File: src/rtl/weights_sram_loader.sv
// Expands a compressed weight byte stream (pruned lanes omitted) into 32-bit words
// and writes words 0..N-1 into the weight memory through a single write port.
module weights_sram_loader #(
    parameter int DEPTH = 8,
    parameter int AW    = 3
) (
    input  logic          clk,
    input  logic          reset,
    input  logic          start,
    input  logic [AW:0]   num_words,
    input  logic          in_valid,
    input  logic [7:0]    in_data,
    output logic          in_ready,
    output logic          mem_we,
    output logic [AW-1:0] mem_addr,
    output logic [31:0]   mem_wdata,
    output logic          busy,
    output logic          done
);

    typedef enum logic [1:0] {IDLE, FETCH, WRITE, DONE} state_t;

    state_t        state_q, state_d;
    logic [AW:0]   n_q, n_d;
    logic [AW-1:0] idx_q, idx_d;
    logic [1:0]    lane_q, lane_d;
    logic          ph2_q, ph2_d;
    logic [1:0]    ph3_q, ph3_d;
    logic [1:0]    ph4_q, ph4_d;
    logic [31:0]   buf_q, buf_d;
    logic          in_ready_q, in_ready_d;
    logic          mem_we_q, mem_we_d;
    logic [AW-1:0] mem_addr_q, mem_addr_d;
    logic [31:0]   mem_wdata_q, mem_wdata_d;
    logic          busy_q, busy_d;
    logic          done_q, done_d;

    logic [3:0]    keep;
    logic [1:0]    next_lane;
    logic          next_found;
    logic [31:0]   buf_ins;
    logic          accept;
    logic          last_word;

    function automatic logic [31:0] zero_pruned(input logic [31:0] w, input logic [3:0] k);
        return w & {{8{k[3]}}, {8{k[2]}}, {8{k[1]}}, {8{k[0]}}};
    endfunction

    // Lane k of word i is kept when i % (k+1) == 0; the phase counters hold i % k.
    assign keep      = {ph4_q == 2'd0, ph3_q == 2'd0, ph2_q == 1'b0, 1'b1};
    assign accept    = in_valid && in_ready_q;
    assign last_word = ({1'b0, idx_q} == (n_q - 1'b1));

    always_comb begin
        next_lane  = lane_q;
        next_found = 1'b0;
        for (int l = 3; l >= 1; l--) begin
            if (l > int'(lane_q) && keep[l]) begin
                next_lane  = 2'(l);
                next_found = 1'b1;
            end
        end
    end

    always_comb begin
        buf_ins = buf_q;
        buf_ins[{lane_q, 3'b000} +: 8] = in_data;
    end

    always_comb begin
        state_d     = state_q;
        n_d         = n_q;
        idx_d       = idx_q;
        lane_d      = lane_q;
        ph2_d       = ph2_q;
        ph3_d       = ph3_q;
        ph4_d       = ph4_q;
        buf_d       = buf_q;
        mem_we_d    = 1'b0;
        mem_addr_d  = mem_addr_q;
        mem_wdata_d = mem_wdata_q;

        unique case (state_q)
            IDLE: begin
                if (start) begin
                    if (num_words == '0) begin
                        state_d = DONE;
                    end else begin
                        n_d     = (num_words > (AW+1)'(DEPTH)) ? (AW+1)'(DEPTH) : num_words;
                        idx_d   = '0;
                        lane_d  = '0;
                        ph2_d   = 1'b0;
                        ph3_d   = '0;
                        ph4_d   = '0;
                        buf_d   = '0;
                        state_d = FETCH;
                    end
                end
            end
            FETCH: begin
                if (accept) begin
                    buf_d = buf_ins;
                    if (next_found) begin
                        lane_d = next_lane;
                    end else begin
                        mem_we_d    = 1'b1;
                        mem_addr_d  = idx_q;
                        mem_wdata_d = zero_pruned(buf_ins, keep);
                        state_d     = WRITE;
                    end
                end
            end
            WRITE: begin
                if (last_word) begin
                    state_d = DONE;
                end else begin
                    idx_d   = idx_q + 1'b1;
                    lane_d  = '0;
                    ph2_d   = ~ph2_q;
                    ph3_d   = (ph3_q == 2'd2) ? 2'd0 : ph3_q + 2'd1;
                    ph4_d   = ph4_q + 2'd1;
                    buf_d   = '0;
                    state_d = FETCH;
                end
            end
            DONE: begin
                state_d = IDLE;
            end
            default: state_d = IDLE;
        endcase

        in_ready_d = (state_d == FETCH);
        busy_d     = (state_d != IDLE);
        done_d     = (state_q == DONE);
    end

    always_ff @(posedge clk or posedge reset) begin
        if (reset) begin
            state_q     <= IDLE;
            n_q         <= '0;
            idx_q       <= '0;
            lane_q      <= '0;
            ph2_q       <= 1'b0;
            ph3_q       <= '0;
            ph4_q       <= '0;
            buf_q       <= '0;
            in_ready_q  <= 1'b0;
            mem_we_q    <= 1'b0;
            mem_addr_q  <= '0;
            mem_wdata_q <= '0;
            busy_q      <= 1'b0;
            done_q      <= 1'b0;
        end else begin
            state_q     <= state_d;
            n_q         <= n_d;
            idx_q       <= idx_d;
            lane_q      <= lane_d;
            ph2_q       <= ph2_d;
            ph3_q       <= ph3_d;
            ph4_q       <= ph4_d;
            buf_q       <= buf_d;
            in_ready_q  <= in_ready_d;
            mem_we_q    <= mem_we_d;
            mem_addr_q  <= mem_addr_d;
            mem_wdata_q <= mem_wdata_d;
            busy_q      <= busy_d;
            done_q      <= done_d;
        end
    end

    assign in_ready  = in_ready_q;
    assign mem_we    = mem_we_q;
    assign mem_addr  = mem_addr_q;
    assign mem_wdata = mem_wdata_q;
    assign busy      = busy_q;
    assign done      = done_q;

endmodule
File: config.mk
export PLATFORM = sky130hd
export DESIGN_NAME = weights_sram_loader
export DESIGN_NICKNAME = d
export VERILOG_FILES = /design/src/rtl/weights_sram_loader.sv
export SDC_FILE = /design/constraint.sdc
export NUM_CORES = 1
export LEC_CHECK = 0
export CAP_MARGIN = 15
export CORE_UTILIZATION = 30
export DETAILED_ROUTE_END_ITERATION = 7
export DONT_BUFFER_PORTS = 1
export HOLD_SLACK_MARGIN = 0.03
export PLACE_DENSITY = 0.48
export SLEW_MARGIN = 40
export SYNTH_ARGS = -nofsm -noshare
export SYNTH_HDL_FRONTEND = slang
export SYNTH_SLANG_ARGS = --single-unit
File: constraint.sdc
create_clock -name clk -period 2.8 [get_ports clk]
set_input_delay 0.56 -clock clk [delete_from_list [all_inputs] [get_ports clk]]
set_output_delay 0.56 -clock clk [all_outputs]
set_load 0.01 [all_outputs]
==> metrics.md, run 1 <==
| Metric | Value |
|---|---|
| Die Y | `119 µm` |
| Final instance area | `0.00462 mm²` |
| GRT Total Usage | `15.3%` |
| Post-synthesis sequential area ratio | `between 50% and 60%` |
| Final-report hold violation count | `0` |
| Sequential cell area | `0.00218 mm²` |
| Synth Net Count | `about 380` |
| Worst-path clk slew | `0.06 ns` |
| Multi-input combinational cell area | `0.00180 mm²` |
| Slowest CP cell | `or4_4` |
| Top cell type's share of synthesized area | `a little over half` |
| Ratio of cells with drive above 1 in the final layout | `15.3%` |
| CP top delay family | `simple AND/OR/NAND/NOR gates` |
| Post-Syn Area | `0.00411 mm²` |
| Seq cells post-synth | `87` |
| Peak supply drop | `a little under 300 µV` |
| Clk_lat worst skew | `0.34 ns` |
| Clk buf depth | `2` |
| Setup WS post-layout | `0.393 ns` |
| DP Wirelength | `6860 µm` |
| Top cells by count, synth | `87 x dfrtp_1, 46 x nor2_1, 32 x a22o_1, 27 x a21oi_1, 26 x nor2b_1` |
| Most frequent cell after synthesis | `dfrtp_1` |
| Slew @ Worst Pin | `0.746 ns` |
| P per Cell Area | `1100 mW/mm²` |
| Final setup viols | `0` |
| Max incr delay on CP | `0.50 ns` |
| Avg WL per Cell | `18.5 µm` |
| Busiest grt layer | `met2` |
| Leak Pwr | `between 2 and 2.5 nW` |
| IO Count | `55` |
| Met1 usage | `21.1%` |
| Antenna Violating Nets Remaining | `0` |
| First DRT Iteration DRCs | `roughly 150` |
| Final WL | `10200 µm` |
| Total core area | `about 0.013 mm²` |
| Met3 Use GR | `~4.1%` |
| 1st-pass router iterations | `4` |
| Worst Setup End Kind | `register` |
| Die outline width | `119 µm` |
| Die area | `between 0.01 and 0.015 mm²` |
| M2 GR Usage | `22.5%` |
| Total grt overflow | `0` |
| Most common flop cell mapped by yosys | `dfrtp_1` |
| Critical Path RT | `3.07 ns` |
| Post-synth EDFFs | `0` |
| CTS buffer count | `9` |
| # nets final | `approximately 400` |
| Clock Root Buffer | `clkbuf_16` |
| Number of global-route vias before repair | `2875` |
| DR DRC count | `0` |
| Reg-to-Reg Start | `lane_q[0]$_DFFE_PP0P_` |
| Fin crit share | `about 86%` |
| HP Class | `in2async` |
| Largest net degree at the start of global routing | `57` |
| Antenna Cells | `0` |
| CP Launch Type | `register` |
| Htree depth | `3` |
| Max-slew headroom | `50.0%` |
| Max Freq | `415 MHz` |
| First-pass GRT wire length | `about 17000 µm` |
| Post-layout min period | `2.41 ns` |
| Pre-CTS setup slack | `between 0.3 and 0.4 ns` |
| Max-cap viol count | `0` |
| Synth top area cells | `dfrtp_1 53%, a22o_1 6.8%, nor2_1 4.2%` |
| Antenna violations before repair | `0` |
| Max Slew Vio Count | `0` |
| Via count | `2812` |
| Port bufs | `0` |
| Vias per cell | `5.12` |
| Status | `finished, final reports clean` |
| Crit Reg-Reg Endpoint | `mem_wdata[12]$_DFFE_PP0P_` |
| GP Congestion | `0.744` |
| CP Buf/Inv Count | `2` |
| Post-synth ARST share | `100%` |
| RSZ-0062 raised after global routing | `false` |
| Resize count post-CTS | `0` |
| Worst hold margin | `0.123 ns` |
| Placed Area | `about 0.0043 mm²` |
| Area leader, netlist | `dfrtp_1` |
| Starting Density | `30.9%` |
| Postcts setup bufs | `0` |
| Arr. time, crit path | `2.68 ns` |
| Crit-path max FO | `13` |
| Site Rows | `42` |
| Area grow syn2layout | `12.4%` |
| Crit path cell chain | `inv_1, ha_1, or4_4, nand4b_2, or2_1, buf_4, a22o_1` |
| Clk_skew | `roughly 0.0088 ns` |
| Cells after Synth | `359` |
| YS warnings | `0` |
| TNS Setup | `0 ns` |
| # clock sinks | `87` |
| Flop2flop setup slack | `0.39 ns` |
| Crit Path Class | `reg2reg` |
| Hold_buf cts | `0` |
| Count of cell types in the netlist | `51` |
| Reg2Reg Depth | `7` |
| CTS tree | `yes` |
| Filler cell count in the final layout | `1343` |
| Syn Area/Cell | `between 10 and 15 µm²` |
==> layout by cell type (no fill, tap or decap), types with 2 or more instances in the layout <==
master and count:
dfrtp_1 87, nor2b_1 26, o21ai_0 12, buf_4 11, a221oi_1 8, nor2_1 46
a22o_1 32, clkinvlp_4 3, o22a_1 2, mux2_2 6, clkinv_2 2, xnor2_1 2
mux2_1 10, clkbuf_16 9, nor4b_2 2, nor3_1 4, o31ai_1 2, ha_1 9
a32o_1 2, nand2b_1 9, mux2i_1 2, a21oi_1 27, inv_2 2, mux2_4 9
nand3_1 2, inv_1 8, nand2_1 13
==> layer usage <==
metal  vias up  share of wire (%)
li1       1304                  -
met1      1427                 47
met2        68                 45
met3        13                6.1
met4         0                1.7
met5         -                  0
==> worst max-delay path by stage <==
| stage | startpoint | end | slack (ns) | depth (start not counted) |
|---|---|---|---|---|
| finish | lane_q[0]$_DFFE_PP0P_ | mem_wdata[12]$_DFFE_PP0P_ | 0.39 | 7 |
| global route | lane_q[0]$_DFFE_PP0P_ | mem_wdata[5]$_DFFE_PP0P_ | 0.23 | 8 |
| CTS | lane_q[0]$_DFFE_PP0P_ | mem_wdata[12]$_DFFE_PP0P_ | 0.37 | 7 |
| detailed placement | lane_q[0]$_DFFE_PP0P_ | mem_wdata[9]$_DFFE_PP0P_ | 0.39 | 7 |
| global placement | n_q[0]$_DFFE_PP0P_ | buf_q[26]$_DFFE_PP0P_ | 0.50 | 7 |
| floorplan | lane_q[0]$_DFFE_PP0P_ | buf_q[0]$_DFFE_PP0P_ | 0.75 | 5 |
==> metrics by stage <==
stage,util (%),cells,power (mW)
global route,34.7,549,5.44
global placement,32.7,534,3.97
detailed placement,32.7,534,4.00
finish,34.7,549,5.08
floorplan,-,359,3.54
CTS,34.7,549,5.15
==> layout make-up <==
type                       instances  share of cell area (%)
timing repair buffer              12                    2.22
clock buffer                      10                    5.17
inverter                          11                   0.975
sequential                        87                    47.1
tap                              176                    4.77
multi-input combinational        248                    39.0
clock inverter                     5                   0.731
==> report_power, final <==
| group | leakage (nW) | internal, mW | total [mW] | switching (mW) |
|---|---|---|---|---|
| Sequential | 1.17 | 1.71 | 2.19 | 0.474 |
| Combinational | 0.843 | 0.772 | 1.77 | 0.993 |
| Clock | 0.131 | 0.621 | 1.13 | 0.506 |
==> kinds of logic after synthesis <==
family          share of synthesized area [%]
simple gates                             15.5
buf+inv                                  3.23
mux                                      8.16
compound gates                           16.8
xor+xnor                                0.639
fa+ha+maj                                2.74
flops                                    53.0
==> flip-flops by register name, indices dropped and copies added, names as in the netlist <==
| name | cells |
|---|---|
| buf_q | 32 |
| busy | 1 |
| done | 1 |
| idx_q | 3 |
| in_ready | 1 |
| lane_q | 2 |
| mem_addr | 3 |
| mem_wdata | 32 |
| mem_we | 1 |
| n_q | 4 |
| ph2_q | 1 |
| ph3_q | 2 |
| ph4_q | 2 |
| state_q | 2 |
No activity file was read; power rests on OpenSTA's default activity.
==> run 2: changes to the inputs <==
- SETUP_SLACK_MARGIN: unset -> 0.3
==> run 2 against run 1 <==
  * Worst hold slack unchanged
  * Utilization about the same
  * Sequential cell count unchanged
  * First-iteration DRC count unchanged
  * Non-clock buffer count unchanged
  * Sequential power about the same
  * Clock power about the same
  * Routed wire length about the same
  * Global-route usage unchanged
  * Setup slack better by 0.088 ns
  * Combinational power about the same
  * Largest cell class unchanged
==> metrics.md, run 2 (synthesis gave the netlist of run 1 again) <==
| Metric | Value |
|---|---|
| Status | `finished, final reports clean (unchanged)` |
| Antenna Cells | `0 (unchanged)` |
| Commonest non-fill, non-tap cells in the layout | `87 x dfrtp_1, 46 x nor2_1, 32 x a22o_1 (unchanged)` |
| First-pass GRT wire length | `16600 µm (unchanged)` |
| Clk_lat worst skew | `0.34 ns (about the same)` |
| CTS buffer count | `9 (unchanged)` |
| Fin crit share | `82.8% (was 86.0%)` |
| Met1 usage | `21.1% (unchanged)` |
| Util after Layout | `34.8% (was 34.7%)` |
| # placed instances | `534 (unchanged)` |
| Site Rows | `42 (unchanged)` |
| Commonest non-fill, non-tap cell in the layout | `dfrtp_1 (unchanged)` |
| Final-report hold violation count | `0 (unchanged)` |
| Reg-to-Reg Start | `n_q[0]$_DFFE_PP0P_ (was lane_q[0]$_DFFE_PP0P_)` |
| Peak supply drop | `294 µV (about the same)` |
| Max-cap viol count | `0 (unchanged)` |
| Arr. time, crit path | `2.54 ns (was 2.68 ns)` |
| Busiest grt layer | `met2 (unchanged)` |
| Die area | `0.0142 mm² (unchanged)` |
| Final WL | `10200 µm (about the same)` |
| Port bufs | `0 (unchanged)` |
| Clock Root Buffer | `clkbuf_16 (unchanged)` |
| Max Freq | `431 MHz (was 415 MHz)` |
| Max Slew Vio Count | `0 (unchanged)` |
| Post-layout min period | `2.32 ns (was 2.41 ns)` |
| Leak Pwr | `2.14 nW (about the same)` |
| DR DRC count | `0 (unchanged)` |
| HP Class | `in2async (unchanged)` |
| Antenna violations before repair | `0 (unchanged)` |
| Multi-input combinational cell area | `0.00180 mm² (about the same)` |
| Total core area | `0.0133 mm² (unchanged)` |
| Avg WL per Cell | `18.5 µm (about the same)` |
| Pre-CTS setup slack | `0.391 ns (unchanged)` |
| CTS tree | `yes (unchanged)` |
| Filler cell count in the final layout | `1342 (was 1343)` |
| Final setup viols | `0 (unchanged)` |
| Die outline width | `119 µm (unchanged)` |
| # clock sinks | `87 (unchanged)` |
| Setup WS post-layout | `0.480 ns (was 0.393 ns)` |
| Clk_skew | `0.00881 ns (unchanged)` |
| Final instance area | `0.00462 mm² (about the same)` |
| Via count | `2812 (unchanged)` |
| Clk buf depth | `2 (unchanged)` |
| Flop2flop setup slack | `0.48 ns (was 0.39 ns)` |
| DP Wirelength | `6860 µm (unchanged)` |
| Placed Area | `0.00435 mm² (unchanged)` |
| CP Launch Type | `register (unchanged)` |
| GRT Total Usage | `15.3% (unchanged)` |
| # nets final | `394 (unchanged)` |
| TNS Setup | `0 ns (unchanged)` |
| Met3 Use GR | `4.07% (unchanged)` |
| Htree depth | `3 (unchanged)` |
| Number of global-route vias before repair | `2875 (unchanged)` |
| P per Cell Area | `1100 mW/mm² (about the same)` |
| Crit Path Class | `reg2reg (unchanged)` |
| RSZ-0062 raised after global routing | `false (unchanged)` |
| Slew @ Worst Pin | `0.746 ns (about the same)` |
| Antenna Violating Nets Remaining | `0 (unchanged)` |
| Area grow syn2layout | `12.4% (about the same)` |
| Worst-path clk slew | `0.06 ns (about the same)` |
| Largest net degree at the start of global routing | `57 (unchanged)` |
| Ratio of cells with drive above 1 in the final layout | `15.5% (was 15.3%)` |
| GP Congestion | `0.744 (unchanged)` |
| M2 GR Usage | `22.5% (unchanged)` |
| First DRT Iteration DRCs | `146 (unchanged)` |
| Die Y | `119 µm (unchanged)` |
| Worst Setup End Kind | `register (unchanged)` |
| Sequential cell area | `0.00218 mm² (unchanged)` |
| 1st-pass router iterations | `4 (unchanged)` |
| IO Count | `55 (unchanged)` |
| Postcts setup bufs | `0 (unchanged)` |
| Max-slew headroom | `50.0% (unchanged)` |
| Critical Path RT | `3.03 ns (was 3.07 ns)` |
| Crit Reg-Reg Endpoint | `buf_q[28]$_DFFE_PP0P_ (was mem_wdata[12]$_DFFE_PP0P_)` |
| Total grt overflow | `0 (unchanged)` |
| Starting Density | `30.9% (unchanged)` |
| Vias per cell | `5.12 (unchanged)` |
| Crit-path max FO | `25 (was 13)` |
| Reg2Reg Depth | `7 (unchanged)` |
| Layout Cells excl Fill | `549 (unchanged)` |
[run 2: cell counts in the layout (fill, tap and decap cells not counted)]
Identical to the previous run, type by type.
[run 2: per-layer routing]
| metal | vias up | routed length [µm] |
|---|---|---|
| li1 | 1304 | - |
| met5 | - | 0 |
| met1 | 1427 | 4800 |
| met3 | 13 | 619 |
| met4 | 0 | 169 |
| met2 | 68 | 4560 |
[run 2: worst max path at each step]
stage,depth (start not counted),from,slack (ns),to
2_1_floorplan,5,lane_q[0]$_DFFE_PP0P_,0.75,buf_q[0]$_DFFE_PP0P_
3_5_place_dp,7,lane_q[0]$_DFFE_PP0P_,0.39,mem_wdata[9]$_DFFE_PP0P_
4_1_cts,7,lane_q[0]$_DFFE_PP0P_,0.37,mem_wdata[12]$_DFFE_PP0P_
6_report,7,n_q[0]$_DFFE_PP0P_,0.48,buf_q[28]$_DFFE_PP0P_
3_3_place_gp,7,n_q[0]$_DFFE_PP0P_,0.50,buf_q[26]$_DFFE_PP0P_
5_1_grt,7,n_q[0]$_DFFE_PP0P_,0.30,buf_q[27]$_DFFE_PP0P_
[run 2: area by class of cell]
cell class / instances / share of cell area [%]
repair buffers: 12 / 2.22
flip-flops and latches: 87 / 47.1
clock buffers: 10 / 5.17
inverters: 11 / 0.975
well taps: 176 / 4.76
multi-input cells: 248 / 39.0
clock inverters: 5 / 0.731
[run 2: critical path, cell delays in order, from the launching register on]
cell and delay (ns):
dfrtp_1 0.41, inv_1 0.07, ha_1 0.30, xnor2_1 0.13
nor3_1 0.33, o21ai_4 0.19, nand2_4 0.38, mux2_2 0.39
[run 2: repair_timing]
item                                    4_1_cts  5_1_grt
hold endpoints to repair                      0        0
hold buffers                                  0        0
resized for setup                             0        1
endpoints found under the setup margin        0       23
[run 2: metrics by stage]
stage	hold WS, ns	power [mW]
2_1_floorplan	0.452	3.54
3_3_place_gp	0.466	3.97
3_5_place_dp	0.474	4.00
4_1_cts	0.131	5.15
5_1_grt	0.157	5.45
6_report	0.123	5.08
[run 2: power by group]
group | internal (mW) | switching [mW] | total, mW | leakage, nW
sequential | 1.71 | 0.474 | 2.19 | 1.17
clock | 0.621 | 0.506 | 1.13 | 0.131
combinational | 0.776 | 0.994 | 1.77 | 0.845
